`config.mk`:
```
export PLATFORM = sky130hd
export DESIGN_NAME = fp_add_arbiter
export DESIGN_NICKNAME = d
export VERILOG_FILES = /design/src/rtl/fp_arb_pkg.sv /design/src/rtl/fp_tag_fifo.sv /design/src/rtl/fp_add_arbiter.sv
export SDC_FILE = /design/constraint.sdc
export NUM_CORES = 1
export LEC_CHECK = 0
export BUFFER_PORTS_ARGS = -buffer_cell sky130_fd_sc_hd__buf_2
export CORE_AREA = 2 2 154 156
export DETAILED_ROUTE_END_ITERATION = 10
export DIE_AREA = 0 0 156 158
export GPL_ROUTABILITY_DRIVEN = 0
export PLACE_DENSITY = 0.62
export SKIP_LAST_GASP = 1
export SLEW_MARGIN = 20
export SYNTH_ARGS = -nofsm -noshare
export SYNTH_HDL_FRONTEND = slang
export SYNTH_SLANG_ARGS = --single-unit
```
`constraint.sdc`:
```
create_clock -name clk -period 5.7 [get_ports clk]
set_input_delay 1.14 -clock clk [delete_from_list [all_inputs] [get_ports clk]]
set_output_delay 1.14 -clock clk [all_outputs]
set_load 0.01 [all_outputs]
```
`src/rtl/fp_arb_pkg.sv`:
```
// Shared constants and helpers for the floating-point adder arbiter.
// FP_ARB_SLICE picks lane idx (width w) out of a flat multi-port bus.
`ifndef FP_ARB_PKG_SV
`define FP_ARB_PKG_SV
`define FP_ARB_SLICE(bus, idx, w) bus[(idx)*(w) +: (w)]

package fp_arb_pkg;

  localparam logic [31:0] FP_ONE = 32'h3F80_0000;

  function automatic int clog2(input int value);
    int r;
    r = 0;
    while ((32'sd1 <<< r) < value) r++;
    return r;
  endfunction

endpackage

`endif

```
`src/rtl/fp_tag_fifo.sv`:
```
// In-order tag FIFO recording which requester owns each operation in flight.
// Push and pop may occur in the same cycle; depth must be a power of two.
module fp_tag_fifo
  import fp_arb_pkg::*;
#(
  parameter int C_WIDTH = 2,
  parameter int C_DEPTH = 16
) (
  input  logic                         clk,
  input  logic                         reset,
  input  logic                         push,
  input  logic [C_WIDTH-1:0]           push_data,
  input  logic                         pop,
  output logic [C_WIDTH-1:0]           pop_data,
  output logic [clog2(C_DEPTH):0]      count,
  output logic                         full,
  output logic                         empty
);

  localparam int PTR_W = clog2(C_DEPTH);

  logic [C_WIDTH-1:0] mem_q [C_DEPTH];
  logic [PTR_W-1:0]   wr_ptr_q;
  logic [PTR_W-1:0]   rd_ptr_q;
  logic [PTR_W:0]     count_q;

  // Pointers wrap naturally because the depth is a power of two.
  always_ff @(posedge clk) begin
    if (reset) begin
      wr_ptr_q <= '0;
      rd_ptr_q <= '0;
      count_q  <= '0;
    end else begin
      if (push) wr_ptr_q <= wr_ptr_q + PTR_W'(1);
      if (pop)  rd_ptr_q <= rd_ptr_q + PTR_W'(1);
      case ({push, pop})
        2'b10:   count_q <= count_q + (PTR_W+1)'(1);
        2'b01:   count_q <= count_q - (PTR_W+1)'(1);
        default: count_q <= count_q;
      endcase
    end
  end

  always_ff @(posedge clk) begin
    if (push) mem_q[wr_ptr_q] <= push_data;
  end

  assign pop_data = mem_q[rd_ptr_q];
  assign count    = count_q;
  assign full     = (count_q == (PTR_W+1)'(C_DEPTH));
  assign empty    = (count_q == '0);

endmodule

```
`src/rtl/fp_add_arbiter.sv`:
```
// Round-robin sharing of one pipelined FP adder among C_NUM_REQ requesters.
// Define FP_ADD_ARB_STATS_EN to add per-port 32-bit accept counters (stat_issue_cnt).
module fp_add_arbiter
  import fp_arb_pkg::*;
#(
  parameter int C_DATA_WIDTH = 32,
  parameter int C_NUM_REQ    = 4,
  parameter int C_TAG_DEPTH  = 16
) (
  input  logic                              clk,
  input  logic                              reset,
  input  logic [C_NUM_REQ-1:0]              req_valid,
  input  logic [C_NUM_REQ*C_DATA_WIDTH-1:0] req_a,
  input  logic [C_NUM_REQ*C_DATA_WIDTH-1:0] req_b,
  output logic [C_NUM_REQ-1:0]              req_ready,
  output logic [C_NUM_REQ-1:0]              rsp_valid,
  output logic [C_DATA_WIDTH-1:0]           rsp_data,
  output logic [C_DATA_WIDTH-1:0]           add_a,
  output logic [C_DATA_WIDTH-1:0]           add_b,
  output logic                              add_valid,
  input  logic [C_DATA_WIDTH-1:0]           add_result,
  input  logic                              add_rdy,
  output logic                              tag_err
`ifdef FP_ADD_ARB_STATS_EN
  ,
  output logic [C_NUM_REQ*32-1:0]           stat_issue_cnt
`endif
);

  localparam int TAG_W = clog2(C_NUM_REQ);
  localparam int CNT_W = clog2(C_TAG_DEPTH) + 1;

  logic [TAG_W-1:0]        rr_q, rr_d;
  logic [TAG_W-1:0]        grant_idx_s, cand_s, pop_tag_s;
  logic                    grant_any_s, accept_s, pop_s;
  logic                    fifo_full_s, fifo_empty_s;
  logic [CNT_W-1:0]        fifo_count_s;
  logic [C_NUM_REQ-1:0]    ready_s;
  logic [C_DATA_WIDTH-1:0] mux_a_s, mux_b_s;
  logic [C_NUM_REQ-1:0]    rsp_valid_q;
  logic [C_DATA_WIDTH-1:0] rsp_data_q, add_a_q, add_b_q;
  logic                    add_valid_q, tag_err_q;

  // Scan downward from the farthest candidate so the one nearest the pointer wins.
  always_comb begin
    int idx;
    idx         = 0;
    cand_s      = '0;
    grant_any_s = 1'b0;
    grant_idx_s = '0;
    for (int k = C_NUM_REQ - 1; k >= 0; k--) begin
      idx = int'(rr_q) + k;
      if (idx >= C_NUM_REQ) idx = idx - C_NUM_REQ;
      cand_s = TAG_W'(idx);
      if (req_valid[cand_s]) begin
        grant_any_s = 1'b1;
        grant_idx_s = cand_s;
      end else begin
        grant_any_s = grant_any_s;
      end
    end
  end

  // A full FIFO can still accept when a result pops in the same cycle.
  always_comb begin
    ready_s = '0;
    if (grant_any_s && !reset && (!fifo_full_s || add_rdy)) begin
      ready_s[grant_idx_s] = 1'b1;
    end else begin
      ready_s = '0;
    end
  end

  always_comb begin
    mux_a_s = '0;
    mux_b_s = '0;
    for (int i = 0; i < C_NUM_REQ; i++) begin
      if (grant_idx_s == TAG_W'(i)) begin
        mux_a_s = `FP_ARB_SLICE(req_a, i, C_DATA_WIDTH);
        mux_b_s = `FP_ARB_SLICE(req_b, i, C_DATA_WIDTH);
      end else begin
        mux_a_s = mux_a_s;
      end
    end
  end

  assign accept_s  = |ready_s;
  assign pop_s     = add_rdy && !fifo_empty_s;
  assign rr_d      = (grant_idx_s == TAG_W'(C_NUM_REQ - 1)) ? '0 : grant_idx_s + TAG_W'(1);
  assign req_ready = ready_s;

  fp_tag_fifo #(
    .C_WIDTH (TAG_W),
    .C_DEPTH (C_TAG_DEPTH)
  ) u_tag_fifo (
    .clk       (clk),
    .reset     (reset),
    .push      (accept_s),
    .push_data (grant_idx_s),
    .pop       (pop_s),
    .pop_data  (pop_tag_s),
    .count     (fifo_count_s),
    .full      (fifo_full_s),
    .empty     (fifo_empty_s)
  );

  // Issue registers, result routing and the sticky orphan-result flag.
  always_ff @(posedge clk) begin
    if (reset) begin
      rr_q        <= '0;
      add_valid_q <= 1'b0;
      add_a_q     <= '0;
      add_b_q     <= '0;
      rsp_valid_q <= '0;
      rsp_data_q  <= '0;
      tag_err_q   <= 1'b0;
    end else begin
      add_valid_q <= accept_s;
      if (accept_s) begin
        add_a_q <= mux_a_s;
        add_b_q <= mux_b_s;
        rr_q    <= rr_d;
      end
      rsp_valid_q <= '0;
      if (pop_s) begin
        rsp_valid_q[pop_tag_s] <= 1'b1;
        rsp_data_q             <= add_result;
      end
      if (add_rdy && fifo_empty_s) tag_err_q <= 1'b1;
    end
  end

  assign add_valid = add_valid_q;
  assign add_a     = add_a_q;
  assign add_b     = add_b_q;
  assign rsp_valid = rsp_valid_q;
  assign rsp_data  = rsp_data_q;
  assign tag_err   = tag_err_q;

`ifdef FP_ADD_ARB_STATS_EN
  logic [31:0] stat_q [C_NUM_REQ];

  // Per-port accept counters, free-running modulo 2^32.
  always_ff @(posedge clk) begin
    if (reset) begin
      for (int i = 0; i < C_NUM_REQ; i++) stat_q[i] <= 32'd0;
    end else if (accept_s) begin
      stat_q[grant_idx_s] <= stat_q[grant_idx_s] + 32'd1;
    end
  end

  for (genvar g = 0; g < C_NUM_REQ; g++) begin : g_stat
    assign stat_issue_cnt[g*32 +: 32] = stat_q[g];
  end
`endif

endmodule

```
; Yosys cells after proc, flatten, opt, wreduce, memory -nomap -nowiden
; Memories as Yosys holds them, arrays and structs flattened. A register that Yosys moved wholly into a read port is not among the register bits.
; Index checks and enable logic that the tools add are counted.
[totals]
register_bits = 117
ram_bits = 32
output_inout_bits = 106
word_cells = 96
mem_count = 1
[mem_list]
columns = memory, depth, width, rd, rd_clocked_by_memory_dff, wr, line_no
row1 = u_tag_fifo.mem_q, 16, 2, 1, 1, 1, fp_tag_fifo.sv:22  ; logic [C_WIDTH-1:0] mem_q [C_DEPTH];
[op_classes]
n_addsub = 12
n_lt_le_gt_ge = 12
eq_ne = 6
n_mux = 39
n_bitwise = 1
reduce_logical = 15
[op_table]
columns = op, n
row1 = 32-bit two-way mux, 8
row2 = "2-bit by 3-bit less-than comparator with 1-bit output, second input constant", 6
row3 = 2-bit two-way mux, 9
row4 = 1-bit two-way mux, 12
row5 = 4-bit two-way mux, 3
row6 = 5-bit case mux with 2 select lines, 1
row7 = "3-bit >= comparator, second input constant", 3
row8 = "4-bit by 1-bit adder with 4-bit output, second input constant", 2
row9 = 1-bit binary-select mux with 2-bit select, 4
row10 = "2-bit by 1-bit subtractor with 2-bit output, second input constant", 4
row11 = "2-bit by 2-bit adder with 3-bit output, second input constant", 2
row12 = "2-bit equality test, second input constant", 3
row13 = 1-bit logical AND, 6
row14 = "5-bit by 1-bit adder with 5-bit output, second input constant", 1
row15 = "5-bit equality test, second input constant", 1
row16 = 5-bit logical NOT, 1
row17 = "5-bit by 1-bit subtractor with 5-bit output, second input constant", 1
row18 = 1-bit demux with 2-bit select, 2
row19 = "2-bit by 1-bit equality test with 1-bit output, second input constant", 2
row20 = "2-bit by 1-bit >= comparator with 1-bit output, second input constant", 2
row21 = 4-bit OR reduction, 1
row22 = "2-bit by 1-bit adder with 3-bit output, second input constant", 1
row23 = "2-bit by 3-bit >= comparator with 1-bit output, second input constant", 1
row24 = 1-bit logical NOT, 3
row25 = other kinds (6), 6

; Logic depth before layout (Yosys ltp)
[depth]
word_depth = 17
depth_mapped = 16
mapped_depth_nobuf = 14

; Modules after synthesis
; From an unflattened synthesis, not the netlist that was laid out.
[unflattened]
hier_cells = 867
hier_area_um2 = 7697.4
[by_module_without_submodules]
columns = module, instances, cells_each, area_each_um2
row1 = fp_add_arbiter, 1, 702, 5495.3
row2 = fp_tag_fifo, 1, 165, 2202.1

; Worst setup path before layout
; No wires, ideal clock.
[synth_timing]
kind = input to register
startpoint = in req_valid[2]
endpoint = reg u_tag_fifo.count_q[4], in the netlist u_tag_fifo.count[4]
setup_time_ns = 0.121
arrival_ns = 5.077
path_slack_ns = 0.502
stages = 15
path_buffers = 2
cell_sequence = inv_1 o22ai_1 a211oi_1 ha_1 nor4_1 a2111oi_4 buf_4 buf_2 inv_1 ha_1 fa_1 a21o_1 a21oi_1 mux2i_1 mux2_2
[synth_between]
elab_chain_cells = 14
word_cells_on_any_way = 29
classes_between = order compare: 2 / eq/ne: 2 / mux: 20 / reduce/logical: 5
[synth_rtl]
columns = item, line_no
row1 = start: declaration, fp_add_arbiter.sv:12  ; input logic [C_NUM_REQ-1:0] req_valid,
row2 = 1-bit binary-select mux with 2-bit select, fp_add_arbiter.sv:55  ; if (req_valid[cand_s]) begin
row3 = 1-bit two-way mux (not written as such), fp_add_arbiter.sv:55
row4 = 2-bit two-way mux (3 in series), fp_add_arbiter.sv:55
row5 = 2-bit two-way mux (*), fp_add_arbiter.sv:55
row6 = net grant_idx_s[0], fp_add_arbiter.sv:34  ; logic [TAG_W-1:0] grant_idx_s, cand_s, pop_tag_s;
row7 = 2-bit by 3-bit less-than comparator with 1-bit output (not written as such) / 2-bit by 1-bit >= comparator with 1-bit output (equally long branches), fp_add_arbiter.sv:68  ; ready_s[grant_idx_s] = 1'b1;
row8 = 1-bit logical AND (not written as such), fp_add_arbiter.sv:68
row9 = 1-bit two-way mux (not written as such), fp_add_arbiter.sv:68
row10 = 1-bit demux with 2-bit select (*), fp_add_arbiter.sv:68
row11 = 4-bit two-way mux (*), fp_add_arbiter.sv:67  ; if (grant_any_s && !reset && (!fifo_full_s || add_rdy)) begin
row12 = 4-bit OR reduction (*), fp_add_arbiter.sv:87  ; assign accept_s = |ready_s;
row13 = 2-bit by 1-bit equality test with 1-bit output / 2-bit equality test (equally long branches), fp_tag_fifo.sv:36  ; case ({push, pop})
row14 = 5-bit case mux with 2 select lines / 2-bit nonzero test (equally long branches), n/a
row15 = end signal: assignment, fp_tag_fifo.sv:37  ; 2'b10: count_q <= count_q + (PTR_W+1)'(1);
row16 = end signal: assignment, fp_tag_fifo.sv:38  ; 2'b01: count_q <= count_q - (PTR_W+1)'(1);
row17 = end signal: assignment, fp_tag_fifo.sv:39  ; default: count_q <= count_q;
row18 = end: declaration, fp_tag_fifo.sv:25  ; logic [PTR_W:0] count_q;
; The timed path passes the listed nets; every way through them passes the cells marked *. The select of a mux whose other input is x is not followed.
; A chain may end at the register's enable or synchronous reset.

; Final worst setup path
[layout_timing]
startpoint = in req_valid[1]
endpoint = reg add_b_q[28], in the netlist add_b[28]
[layout_between]
elab_chain_cells = 12
word_cells_on_any_way = 33
classes_between = order compare: 2 / eq/ne: 3 / mux: 23 / reduce/logical: 5
[layout_rtl]
columns = item, line_no
row1 = 1-bit binary-select mux with 2-bit select, fp_add_arbiter.sv:55
row2 = 1-bit two-way mux (not written as such), fp_add_arbiter.sv:55
row3 = 2-bit two-way mux (3 in series), fp_add_arbiter.sv:55
row4 = 2-bit two-way mux (*), fp_add_arbiter.sv:55
row5 = net grant_idx_s[0], fp_add_arbiter.sv:34
row6 = 2-bit by 3-bit less-than comparator with 1-bit output (not written as such) / 2-bit by 1-bit >= comparator with 1-bit output (equally long branches), fp_add_arbiter.sv:68
row7 = 1-bit logical AND (not written as such), fp_add_arbiter.sv:68
row8 = 1-bit two-way mux (not written as such), fp_add_arbiter.sv:68
row9 = 1-bit demux with 2-bit select, fp_add_arbiter.sv:68
row10 = 4-bit two-way mux, fp_add_arbiter.sv:67
row11 = 4-bit OR reduction, fp_add_arbiter.sv:87
row12 = end signal: assignment, fp_add_arbiter.sv:121  ; add_b_q <= mux_b_s;
row13 = end: declaration, fp_add_arbiter.sv:41  ; logic [C_DATA_WIDTH-1:0] rsp_data_q, add_a_q, add_b_q;
; Marks and branches as above.

==> results.sh <==
export IMPL_cts_buffer_depth=2
export IMPL_yosys_warnings=0
export IMPL_floorplan_die_width_um=156
export IMPL_critPathMaxStageDelay_ns=0.75
export IMPL_clock_sinks=153
export IMPL_number_of_enable_flip_flop_cells_after_synthesis=32
export IMPL_netlist_area_mm2=0.008085
export IMPL_synthesis_nets=1351
export IMPL_leakage_nw=4.903
export IMPL_hold_path_class="reg2reg"
export IMPL_globalRouteTotalUtil=0.2049
export IMPL_final_setup_tns_ns=0
export IMPL_io_buffers=400
export IMPL_grt_start_max_net_pins=89
export IMPL_cpMaxStageDelayCell="sky130_fd_sc_hd__buf_4"
export IMPL_rsz0062_at_grt="no"
export IMPL_core_area_mm2=0.02305
export IMPL_vias=8294
export IMPL_antenna_found_initial=6
export IMPL_crit_type="in2reg"
export IMPL_starting_density_of_the_core=0.3507
export IMPL_syn2layout_area_growth_pct=33.81
export IMPL_drt_first_pass_iters=4
export IMPL_finalCritPeriodShare=0.7244
export IMPL_cts_post_setup_buffers_inserted=0
export IMPL_hold_worst_slack_ns=0.4520
export IMPL_layout_nets=1695
export IMPL_post_synth_inst_count=1042
export IMPL_number_of_placement_rows=56
export IMPL_post_synth_num_cell_types=45
export IMPL_async_flop_share=0
export IMPL_clock_latency_late_sink_ns=0.42
export IMPL_crit_buf_inv=5
export IMPL_path_clk_slew_ns=0.07
export IMPL_most_common_layout_cells="sky130_fd_sc_hd__buf_2 (399), sky130_fd_sc_hd__nand2_1 (259), sky130_fd_sc_hd__o21ai_0 (124), sky130_fd_sc_hd__dfxtp_1 (121), sky130_fd_sc_hd__a21oi_1 (101)"
export IMPL_final_common_cell="sky130_fd_sc_hd__buf_2"
export IMPL_avgSynthCellArea_um2=7.759
export IMPL_worst_clock_skew_ns=0.01287
export IMPL_slew_viol_final=0
export IMPL_fillers=2353
export IMPL_synth_ff_type="sky130_fd_sc_hd__dfxtp_1"
export IMPL_clock_tree_htree_level_count=4
export IMPL_run_status="completed"
export IMPL_post_drt_via_cell_ratio=4.890
export IMPL_dieHeight_um=158
export IMPL_wire_length_of_the_first_global_routing_pass_mm=39.47
export IMPL_worst_path_max_fanout=72
export IMPL_antenna_violating_nets_post_route=0
export IMPL_fmax_mhz=242.2
export IMPL_sum_of_net_half_perimeters_after_detailed_placement_mm=19.07
export IMPL_synth_seq_cells=153
export IMPL_avgRoutedWirePerCell_um=15.30
export IMPL_proportion_of_layout_cells_with_a_drive_suffix_above_1=0.3467
export IMPL_maximum_ir_drop_on_the_vdd_rail_mv=0.1763
export IMPL_worst_slew_pin_slew_ns=0.8847
export IMPL_cap_violations=0
export IMPL_final_hold_viol_count=0
export IMPL_critical_path_top_delay_family="buffers and inverters"
export IMPL_startpoint_class_of_the_critical_path="input port"
export IMPL_crit_path_cell_trace="buf_2 -> nand2b_1 -> a21oi_1 -> a211oi_2 -> buf_4 -> inv_1 -> ha_2 -> nor4_1 -> a2111oi_4 -> buf_4 -> buf_4 -> nor2_1 -> a311oi_2"
export IMPL_crit_arrival_ns=4.46
export IMPL_remaining_routing_drc_violations=0
export IMPL_slew_headroom=0.4102
export IMPL_routed_wl_mm=25.94
export IMPL_cts_resized=0
export IMPL_synth_seq_area_share=0.4184
export IMPL_post_cts_hold_buffer_count=0
export IMPL_first_global_vias=7592
export IMPL_die_area_mm2=0.02465
export IMPL_cts_tree="done"
export IMPL_first_drt_iteration_drcs=421
export IMPL_final_setup_viol_count=0
export IMPL_power_density_cell_area_mw_per_mm2=393.0
export IMPL_design_portCount=401
export IMPL_critPathCaptureType="register"
export IMPL_timing_critical_path_mode_cell="sky130_fd_sc_hd__buf_4"
export IMPL_clock_tree_root_cell="sky130_fd_sc_hd__clkbuf_16"
export IMPL_tritoncts_num_buffers=17
export IMPL_post_route_min_period_ns=4.129
export IMPL_aggregate_global_routing_overflow=0
export IMPL_worstPathRequired_ns=6.03
where the power goes:
part | internal, W | switching [W]
Combinational | 0.000645 | 0.00104
Clock | 0.000600 | 0.000497
Sequential | 0.00134 | 0.000128
Total | 0.00259 | 0.00166
worst reg2reg max path: cells and delay by family (launching register included):
kind	cells	cell delay, ns
simple gates	2	0.61
buf+inv	3	0.51
flops	1	0.38
compound gates	5	0.72
fa+ha+maj	3	0.76
mux	2	0.55
state kept, by name (all words and copies together) (netlist names), named ones only:
register / flops
add_a: 32
u_tag_fifo.mem_q: 32
rsp_valid: 4
add_b: 32
rsp_data: 32
u_tag_fifo.rd_ptr_q: 4
tag_err: 1
u_tag_fifo.wr_ptr_q: 4
rr_q: 2
u_tag_fifo.count: 5
add_valid: 1
cells by family (layout without fill, tap and decap cells):
| kind of cell | count (synthesis) | after routing | share of synthesized area |
|---|---|---|---|
| AOI/OAI and AO/OA | 304 | 304 | 0.2413 |
| xor gates and xnor gates | 7 | 7 | 0.007583 |
| adders and majority gates | 14 | 14 | 0.02259 |
| buffers and inverters | 158 | 515 | 0.07923 |
| DFF | 153 | 153 | 0.4184 |
| muxes | 19 | 19 | 0.03915 |
| other | 0 | 7 | 0 |
| and+or+nand+nor | 387 | 387 | 0.1917 |
area by class of cell:
type | count | area [µm²] | area share
Tap cell | 290 | 362.8 | 0.03354
Antenna cell | 7 | 17.52 | 0.001619
Clock buffer | 18 | 450.4 | 0.04163
Multi-Input combinational cell | 731 | 4106 | 0.3796
Sequential cell | 153 | 3383 | 0.3127
Timing Repair Buffer | 413 | 2102 | 0.1943
Inverter | 70 | 262.8 | 0.02429
Clock inverter | 14 | 133.9 | 0.01237
path summary, 6_finish.rpt:
kind / from / to / slack [ns] / cells past startpoint
worst max-delay path: req_valid[1] / add_b[28] / 1.57 / 13
worst min-delay path: rsp_data[11] / rsp_data[11] / 0.45 / 2
worst max register to register: rr_q[0] / u_tag_fifo.count[4] / 2.05 / 15
worst min register to register: rsp_data[11] / rsp_data[11] / 0.45 / 2
per-stage QoR:
step	worst slack, ns	instances	instance area (µm²)	total power [W]	utilization
after floorplan	0.5022	1042	8085	0.002637	-
after global placement	1.215	1657	10220	0.003172	0.4432
after detailed placement	1.128	1657	10220	0.003200	0.4432
after CTS	1.582	1689	10800	0.004310	0.4686
after global routing	1.253	1694	10810	0.004581	0.4691
final	1.571	1696	10820	0.004252	0.4693
per-layer routing:
metal,vias up,track usage,routed length (µm)
met5,-,0,0
met4,0,0.08257,699
met3,46,0.05365,1814
met2,288,0.3521,12700
met1,3714,0.2445,10730
li1,4246,-,-
cell usage after synthesis (2+ instances only):
| master | number | area (µm²) |
|---|---|---|
| sky130_fd_sc_hd__a221oi_1 | 2 | 17.52 |
| sky130_fd_sc_hd__o311a_1 | 2 | 20.02 |
| sky130_fd_sc_hd__mux4_2 | 6 | 135.1 |
| sky130_fd_sc_hd__xor2_1 | 4 | 35.03 |
| sky130_fd_sc_hd__buf_4 | 7 | 52.55 |
| sky130_fd_sc_hd__xnor2_1 | 3 | 26.28 |
| sky130_fd_sc_hd__nor3_1 | 6 | 30.03 |
| sky130_fd_sc_hd__a311oi_2 | 20 | 300.3 |
| sky130_fd_sc_hd__buf_2 | 17 | 85.08 |
| sky130_fd_sc_hd__a21oi_1 | 101 | 505.5 |
| sky130_fd_sc_hd__nor2b_1 | 7 | 43.79 |
| sky130_fd_sc_hd__o21ai_0 | 124 | 620.6 |
| sky130_fd_sc_hd__inv_1 | 69 | 259.0 |
| sky130_fd_sc_hd__ha_1 | 13 | 162.7 |
| sky130_fd_sc_hd__edfxtp_1 | 32 | 960.9 |
| sky130_fd_sc_hd__mux2i_1 | 8 | 80.08 |
| sky130_fd_sc_hd__nor2_1 | 94 | 352.8 |
| sky130_fd_sc_hd__dfxtp_1 | 121 | 2422 |
| sky130_fd_sc_hd__a211oi_1 | 3 | 22.52 |
| sky130_fd_sc_hd__nand2b_1 | 6 | 37.54 |
| sky130_fd_sc_hd__buf_1 | 12 | 45.04 |
| sky130_fd_sc_hd__a21o_1 | 3 | 22.52 |
| sky130_fd_sc_hd__o211ai_1 | 2 | 15.01 |
| sky130_fd_sc_hd__a311oi_1 | 42 | 367.9 |
| sky130_fd_sc_hd__mux2_2 | 2 | 22.52 |
| sky130_fd_sc_hd__nand2_1 | 259 | 972.2 |
| sky130_fd_sc_hd__and2_1 | 4 | 25.02 |
| sky130_fd_sc_hd__clkbuf_1 | 52 | 195.2 |
| sky130_fd_sc_hd__mux4_1 | 3 | 78.83 |
| sky130_fd_sc_hd__nor4_1 | 3 | 18.77 |
Power figures use the tool's default switching activity.
